File: config.mk
export PLATFORM = sky130hd
export DESIGN_NAME = seg_display_scanner
export DESIGN_NICKNAME = d
export VERILOG_FILES = /design/src/rtl/seg_pkg.sv /design/src/rtl/seven_seg_decoder.sv /design/src/rtl/seg_display_scanner.sv
export SDC_FILE = /design/constraint.sdc
export NUM_CORES = 1
export LEC_CHECK = 0
export ABC_CLOCK_PERIOD_IN_PS = 2000
export BUFFER_PORTS_ARGS = -buffer_cell sky130_fd_sc_hd__clkbuf_2
export CAP_MARGIN = 20
export CORE_ASPECT_RATIO = 1.4
export CORE_MARGIN = 10
export CORE_UTILIZATION = 35
export DETAILED_ROUTE_END_ITERATION = 8
export HOLD_SLACK_MARGIN = 0.12
export SLEW_MARGIN = 20
export SYNTH_ARGS = -nofsm -noshare
export SYNTH_HDL_FRONTEND = slang
export SYNTH_SLANG_ARGS = --single-unit
File: constraint.sdc
create_clock -name clk -period 2 [get_ports clk]
set_input_delay 0.1 -clock clk [delete_from_list [all_inputs] [get_ports clk]]
set_output_delay 0.1 -clock clk [all_outputs]
set_load 0.005 [all_outputs]
File: src/rtl/seg_pkg.sv
// Seven-segment constants and the BCD decode shared by the display scanner.
// Patterns are active-high, bit0=a .. bit6=g.
package seg_pkg;

  localparam int SEG_W = 7;

  localparam logic [SEG_W-1:0] SEG_LUT [0:9] = '{
    7'h3F, 7'h06, 7'h5B, 7'h4F, 7'h66,
    7'h6D, 7'h7D, 7'h07, 7'h7F, 7'h6F
  };
  localparam logic [SEG_W-1:0] SEG_DASH = 7'h40;
  localparam logic [SEG_W-1:0] SEG_OFF  = 7'h00;

  // Codes 10..15 fall through to a dash so bad counter data is visible.
  function automatic logic [SEG_W-1:0] bcd_to_seg(input logic [3:0] bcd);
    logic [SEG_W-1:0] s;
    s = SEG_DASH;
    for (int k = 0; k < 10; k++)
      if (bcd == 4'(k)) s = SEG_LUT[k];
    return s;
  endfunction

endpackage

File: src/rtl/seven_seg_decoder.sv
// Combinational BCD to seven-segment decoder (active-high gfedcba).
module seven_seg_decoder
  import seg_pkg::*;
(
  input  logic [3:0]       bcd,
  output logic [SEG_W-1:0] seg
);

  assign seg = bcd_to_seg(bcd);

endmodule

File: src/rtl/seg_display_scanner.sv
// Time-multiplexed 5-digit seven-segment scanner with per-frame snapshot,
// leading-zero blanking and a dead-time gap at the start of each digit slot.
module seg_display_scanner
  import seg_pkg::*;
#(
  parameter int DIGITS         = 5,
  parameter int REFRESH_DIV    = 50000,
  parameter int DEAD           = 4,
  parameter int BLANK_LEADING  = 1,
  parameter int SEG_ACTIVE_LOW = 1,
  parameter int AN_ACTIVE_LOW  = 1
) (
  input  logic              clk,
  input  logic              rst,
  input  logic [3:0]        digit0,
  input  logic [3:0]        digit1,
  input  logic [3:0]        digit2,
  input  logic [3:0]        digit3,
  input  logic [3:0]        digit4,
  output logic [SEG_W-1:0]  seg,
  output logic              dp,
  output logic [DIGITS-1:0] an,
  output logic              frame_tick
);

  localparam int IN_DIGITS = 5;
  localparam int CNT_W     = (REFRESH_DIV > 1) ? $clog2(REFRESH_DIV) : 1;
  localparam int IDX_W     = (DIGITS > 1) ? $clog2(DIGITS) : 1;

  localparam logic [SEG_W-1:0]  SEG_OFF_LVL = (SEG_ACTIVE_LOW != 0) ? ~SEG_OFF : SEG_OFF;
  localparam logic [DIGITS-1:0] AN_OFF_LVL  = (AN_ACTIVE_LOW != 0) ? {DIGITS{1'b1}} : {DIGITS{1'b0}};

  logic [IN_DIGITS-1:0][3:0] din;
  logic [DIGITS-1:0][3:0]    din_ext;
  logic [DIGITS-1:0][3:0]    shadow;
  logic [CNT_W-1:0]          cnt;
  logic [IDX_W-1:0]          idx;
  logic                      reload_pend;
  logic                      slot_end, frame_end, load;

  logic [DIGITS-1:0]         blank;
  logic                      zero_run;
  logic [3:0]                cur_bcd;
  logic                      cur_blank;
  logic [SEG_W-1:0]          cur_seg;
  logic                      lit;
  logic [SEG_W-1:0]          seg_nxt;
  logic [DIGITS-1:0]         an_nxt;

  assign din = {digit4, digit3, digit2, digit1, digit0};

  // Positions beyond the physical inputs read as zero.
  for (genvar g = 0; g < DIGITS; g++) begin : g_din
    if (g < IN_DIGITS) begin : g_in
      assign din_ext[g] = din[g];
    end else begin : g_zero
      assign din_ext[g] = 4'd0;
    end
  end

  assign slot_end  = (cnt == CNT_W'(REFRESH_DIV - 1));
  assign frame_end = slot_end && (idx == IDX_W'(DIGITS - 1));
  // A coincident frame end and post-reset reload collapse into one load.
  assign load      = frame_end || reload_pend;

  // A digit is blank when it and every more-significant digit is zero.
  always_comb begin
    blank    = '0;
    zero_run = 1'b1;
    for (int k = DIGITS - 1; k >= 1; k--) begin
      zero_run = zero_run && (shadow[k] == 4'd0);
      blank[k] = (BLANK_LEADING != 0) && zero_run;
    end
  end

  always_comb begin
    cur_bcd   = 4'd0;
    cur_blank = 1'b0;
    for (int k = 0; k < DIGITS; k++) begin
      if (idx == IDX_W'(k)) begin
        cur_bcd   = shadow[k];
        cur_blank = blank[k];
      end
    end
  end

  seven_seg_decoder u_dec (
    .bcd (cur_bcd),
    .seg (cur_seg)
  );

  // Segments stay dark through the dead gap as well, so no ghost of the
  // new digit appears while the anodes switch over.
  assign lit     = (cnt >= CNT_W'(DEAD)) && !cur_blank;
  assign seg_nxt = lit ? cur_seg : SEG_OFF;

  always_comb begin
    an_nxt = '0;
    for (int k = 0; k < DIGITS; k++)
      an_nxt[k] = lit && (idx == IDX_W'(k));
  end

  always_ff @(posedge clk or posedge rst) begin
    if (rst) begin
      cnt         <= '0;
      idx         <= '0;
      shadow      <= '0;
      reload_pend <= 1'b1;
      frame_tick  <= 1'b0;
      seg         <= SEG_OFF_LVL;
      an          <= AN_OFF_LVL;
    end else begin
      cnt <= slot_end ? '0 : cnt + CNT_W'(1);
      if (slot_end)
        idx <= (idx == IDX_W'(DIGITS - 1)) ? '0 : idx + IDX_W'(1);
      if (load)
        shadow <= din_ext;
      reload_pend <= 1'b0;
      frame_tick  <= load;
      seg         <= (SEG_ACTIVE_LOW != 0) ? ~seg_nxt : seg_nxt;
      an          <= (AN_ACTIVE_LOW != 0) ? ~an_nxt : an_nxt;
    end
  end

  assign dp = (SEG_ACTIVE_LOW != 0);

endmodule
==> run metrics, run 1 <==
status finished, final reports clean; worst path cell trace ha_2 -> ha_4 -> or2_4 -> a221oi_4 -> a311oi_2 -> buf_4 -> o21ba_4 -> o22ai_2 -> nand2_1; Top FF cell, synth dfrtp_1; DP Cell Count 371; Area contributors post-synth dfrtp_1 38%, dfstp_2 13%, mux2_4 11%, ha_1 3.3%, xnor2_1 2.3%; final core utilization 49.21%; worst path bufs/invs 1; pwr dens 598.5 nW/µm²; synth-to-layout area growth 37.13%; Syn Nets 257; Avg WL per Cell 14.49 µm; clock skew 0.01177 ns; unique cell type count in the Yosys netlist 41; die area 11410 µm²; Die Ht 122.5 µm; largest net degree at the start of global routing 31; asr flop ratio synth 100.0%; Synth area leader dfrtp_1; crit share post-route 97.75%; Worst Tran Pin Value 0.5040 ns; nets 335; DRC 0; worst path arrival time 2.20 ns; r2r startpoint idx[1]; Final Hold Fails 0; post-synthesis sequential area ratio 51.14%; Final Critical Period 1.955 ns; number of enable flip-flop cells after synthesis 0; Tot GR Track Use 10.39%; CORE AREA 7315 µm²; cell area after synthesis 2625 µm²; Setup TNS 0 ns; crit-path max FO 7; drt pass-1 iters 4; Max stage delay cell, worst path dfrtp_1; Yosys reg bits 53; crit path launch type flip-flop; CTS tree yes; Placement Cell Area 3115 µm²; CP delay by family, top compound AO/OA/AOI/OAI gates; synthesized area per cell 11.51 µm²; number of cells on the critical path 9; HPWL after detailed placement 4263 µm; Crit Path Class flip-flop to flip-flop; GPL Wtd Cong 0.8279; num rows 37; CP peak stage delay 0.41 ns; P_leak 1.611 nW; input/output buffers 34; R2R setup slack 0.05 ns; routed wire length 5852 µm; Die Width 93.19 µm; Final setup viols 0; grt ovf 0; Worst Hold Slack 0.3538 ns; layout cells sized above 1 43.97%; Final Power 2.154 mW; Num CTS Buffers 5; Skew-Pair Late Insertion Delay 0.31 ns; root buf cell clkbuf_8; Worst Setup End Kind flip-flop; first-pass GRT wire length 9770 µm; Iter 0 DRT Violations 99; worst hold path class input pin to async pin; Slew HR 66.35%; yosys warns 0; clk slew on worst S/H paths 0.10 ns; setup ws final 0.04505 ns; initial antenna violation count 0; Max-Cap Viols 0; Post-DRT Antenna Nets 0; vias in the first global route 2026; Layout Cells excl Fill 404; Vias 1961; clk sinks 53; post-place setup slack -0.1165 ns; reg2reg end seg[1]; Initial Util 35.89%; post-layout instance area 3600 µm²; post-synth top area share 38.13%; number of diodes 0; Post-Syn Instances 228; H-tree depth 2; Worst R2R Path Depth 9; Top Ports 36; required time worst endpoint 2.24 ns; Vias/cell 4.854; RSZ-0062 raised after global routing yes; Slew Limit Fails 0; Longest Clk Path Bufs 2; f_max 511.5 MHz; peak supply drop 332.6 µV
layout make-up:
cell class | instances | area, µm²
Clock buffer | 5 | 68.82
Clock inverter | 3 | 20.02
Fill cell | 686 | 3715
Inverter | 12 | 47.55
Multi-Input combinational cell | 152 | 1389
Sequential cell | 53 | 1343
Tap cell | 97 | 121.4
Timing Repair Buffer | 82 | 610.6
logic make-up (layout without fill, tap and decap cells):
| family | after synthesis | after routing | share of synthesized area, % |
|---|---|---|---|
| adder cells (fa/ha/maj) | 7 | 7 | 3.336 |
| buffers and inverters | 23 | 102 | 4.147 |
| multiplexers | 21 | 21 | 11.68 |
| other | 2 | 2 | 0.2861 |
| flip-flops | 53 | 53 | 51.14 |
| AND/OR/NAND/NOR | 71 | 71 | 14.39 |
| AO/OA/AOI/OAI | 38 | 38 | 10.68 |
| XOR/XNOR | 13 | 13 | 4.337 |
layer usage:
| metal | track usage, % | routed length (µm) | vias to the layer above |
|---|---|---|---|
| li1 | - | - | 965 |
| met1 | 11.49 | 2356 | 958 |
| met2 | 19.16 | 3175 | 32 |
| met3 | 2.749 | 268 | 6 |
| met4 | 2.611 | 51 | 0 |
| met5 | 0 | 0 | - |
cell usage in the layout, fill, tap and decap left out, types with 3 or more instances in the layout:
| cell type | instances |
|---|---|
| nor2_1 | 15 |
| clkbuf_8 | 5 |
| xnor2_1 | 7 |
| o21ai_0 | 6 |
| and3_1 | 5 |
| nand3b_1 | 5 |
| ha_4 | 4 |
| nand2_1 | 13 |
| a21oi_2 | 3 |
| a221oi_4 | 3 |
| a21oi_1 | 7 |
| inv_2 | 3 |
| mux2_4 | 19 |
| dlygate4sd3_1 | 21 |
| xor2_1 | 6 |
| clkbuf_2 | 34 |
| nand4_1 | 5 |
| inv_1 | 8 |
| nor3_1 | 6 |
| dfstp_2 | 13 |
| nand3_1 | 10 |
| dfrtp_1 | 40 |
| buf_4 | 21 |
worst max path at each step:
stage | slack, ns | startpoint | end
after floorplan | -0.06 | idx[0] | seg[3]
after global placement | -0.06 | idx[1] | seg[3]
after detailed placement | -0.12 | idx[1] | seg[3]
after CTS | 0.007 | idx[0] | seg[1]
after global routing | -0.05 | idx[1] | seg[0]
final | 0.05 | idx[1] | seg[1]
report_power, final:
group	switching (mW)	internal, mW	total [mW]	leakage, nW
combinational	0.146	0.199	0.345	0.930
clock	0.362	0.250	0.613	0.0489
sequential	0.0450	1.15	1.20	0.632
state kept, by name (all words and copies together), names as in the netlist:
name	cells
an	5
idx	3
frame_tick	1
seg	7
reload_pend	1
shadow	20
cnt	16
Yosys cell counts, drive strengths merged, types with 4 or more instances:
cell	count
buf	6
a221oi	4
and3	5
clkbuf	5
mux2	20
dfrtp	40
nor3	7
nand3b	5
ha	7
xnor2	7
nor2	16
a311oi	4
dfstp	13
nand4	5
xor2	6
inv	12
a21oi	11
nand3	10
nand2	14
o21ai	8
nor4	4
worst min-delay path: stages:
cell and delay (ns):
dlygate4sd3_1 0.53, clkbuf_2 0.11, inv_2 0.37
repair_timing:
| action | 4_1_cts | 5_1_grt |
|---|---|---|
| gates cloned | 0 | 2 |
| hold buffers | 21 | 0 |
| setup endpoints to repair | 7 | 18 |
| setup buffers | 2 | 0 |
| resized for setup | 13 | 19 |
| hold endpoints to repair | 35 | 0 |
| pin swaps | 0 | 11 |
Note: power is estimated with default switching activity, not from simulation.
==> run 2, diff against run 1 <==
- CORE_UTILIZATION: 35 -> 51
- PLACE_DENSITY: default -> 0.75
==> run 2 against run 1 <==
  * Combinational power about the same
  * Sequential power about the same
  * Critical path depth did not move
  * Fmax down 2.2%
  * Utilization grew 23 points
  * Non-clock buffer count down 1
  * Clock power rose by 14%
  * Die area is 26% lower
  * Global-route usage grew 4.3 points
  * Worst setup slack got worse by 0.045 ns
  * Final area down 1.6%
==> run metrics, run 2 (synthesis results as in run 1) <==
Placement Cell Area 3067 µm²; Slew Limit Fails 0; most flop-heavy register shadow; Die Ht 104.9 µm; Avg WL per Cell 15.87 µm; CORE AREA 4917 µm²; Initial Util 53.38%; P_leak 1.608 nW; required time worst endpoint 2.21 ns; crit path launch type flip-flop; largest net degree at the start of global routing 54; worst hold path class input pin to async pin; drt pass-1 iters 4; worst path arrival time 2.21 ns; root buf cell clkbuf_8; Final Hold Fails 0; Final setup viols 0; grt ovf 0; crit-path max FO 7; clk slew on worst S/H paths 0.09 ns; number of diodes 0; Die Width 80.64 µm; die area 8458 µm²; clk sinks 53; most frequent cells in the layout 40 x dfrtp_1, 34 x clkbuf_2, 23 x buf_4, 21 x dlygate4sd3_1, 19 x mux2_4; registers with the most flip-flops shadow (20), cnt (16), seg (7); Longest Clk Path Bufs 2; HPWL after detailed placement 3965 µm; first-pass GRT wire length 10070 µm; Top Ports 36; Skew-Pair Late Insertion Delay 0.31 ns; Num CTS Buffers 5; routed wire length 5872 µm; Crit Path Class flip-flop to flip-flop; input/output buffers 34; DRC 0; synth-to-layout area growth 34.89%; crit share post-route 99.97%; RSZ-0062 raised after global routing yes; H-tree depth 2; f_max 500.1 MHz; commonest non-fill, non-tap cell in the layout dfrtp_1; Tot GR Track Use 14.65%; peak supply drop 379.2 µV; clock skew 0.009469 ns; Layout Cells excl Fill 370; Max-Cap Viols 0; CTS tree yes; status finished, final reports clean; Worst Setup End Kind flip-flop; pwr dens 632.5 nW/µm²; layout cells sized above 1 42.48%; vias in the first global route 2097; GPL Wtd Cong 0.8442; Worst Tran Pin Value 0.6530 ns; num rows 30; Largest register FFs 20; nets 334; Iter 0 DRT Violations 71; Vias 1978; Final Critical Period 1.999 ns; post-layout instance area 3541 µm²; Post-DRT Antenna Nets 0; initial antenna violation count 0; Slew HR 56.47%; DP Cell Count 337; Vias/cell 5.346
==> run 2: metal layers <==
metal	part of all wire, %	track usage, %	vias up
met5	0	0	-
met4	2.0	5.682	0
met3	4.8	3.945	12
met2	52	25.11	49
met1	41	16.48	959
li1	-	-	958
==> run 2: cell type report <==
| type | instances | area, µm² |
|---|---|---|
| Timing Repair Buffer | 81 | 604.3 |
| Clock buffer | 7 | 107.6 |
| Clock inverter | 1 | 6.256 |
| Tap cell | 64 | 80.08 |
| Multi-Input combinational cell | 152 | 1353 |
| Inverter | 12 | 47.55 |
| Fill cell | 327 | 1376 |
| Sequential cell | 53 | 1343 |
==> run 2: path summary, 6_finish.rpt <==
kind / cells after the start / endpoint / start / slack (ns)
max in group asynchronous: 4 / shadow[14] / rst / 1.05
min in group clk: 1 / cnt[10] / cnt[10] / 0.50
max reg2reg: 9 / seg[1] / idx[0] / 0.0005
min: 4 / frame_tick / rst / 0.49
max: 9 / seg[1] / idx[0] / 0.0005
min reg2reg: 1 / cnt[10] / cnt[10] / 0.50
==> run 2: stage by stage <==
stage                     setup slack (ns)  setup TNS [ns]  utilization [%]  power [mW]  hold slack, ns
after floorplan                   -0.06393        -0.06797                -       1.391          0.2485
after global placement            -0.03291        -0.09444            62.37       1.485          0.2914
after detailed placement           -0.1665         -0.8020            62.37       1.492          0.2958
after CTS                         0.007120               0            71.65       2.253          0.5077
after global routing              -0.08632         -0.3102            72.01       2.337          0.5372
final                            0.0005256               0            72.01       2.240          0.4911
==> run 2: report_power, final <==
| group | leakage [nW] | switching, mW | internal, mW |
|---|---|---|---|
| logic | 0.915 | 0.145 | 0.197 |
| registers | 0.632 | 0.0455 | 1.15 |
| clock network | 0.0599 | 0.343 | 0.358 |
| total | 1.61 | 0.534 | 1.71 |
==> run 2: what timing repair did <==
| action | in CTS | in global routing |
|---|---|---|
| hold endpoints to repair | 60 | 0 |
| buffers inserted | 3 | 1 |
| pin swaps | 5 | 6 |
| setup endpoints to repair | 8 | 7 |
| hold buffers | 21 | 0 |
| resized for setup | 18 | 5 |
| cloned | 0 | 0 |
==> run 2: worst max-delay path, cell delays in order (launching register included) <==
cell,delay [ns]
dfrtp_1,0.41
ha_2,0.21
ha_4,0.15
or2_4,0.27
a221oi_4,0.23
a311oi_2,0.07
buf_4,0.19
o21ba_4,0.21
o22ai_2,0.09
nand2_1,0.08
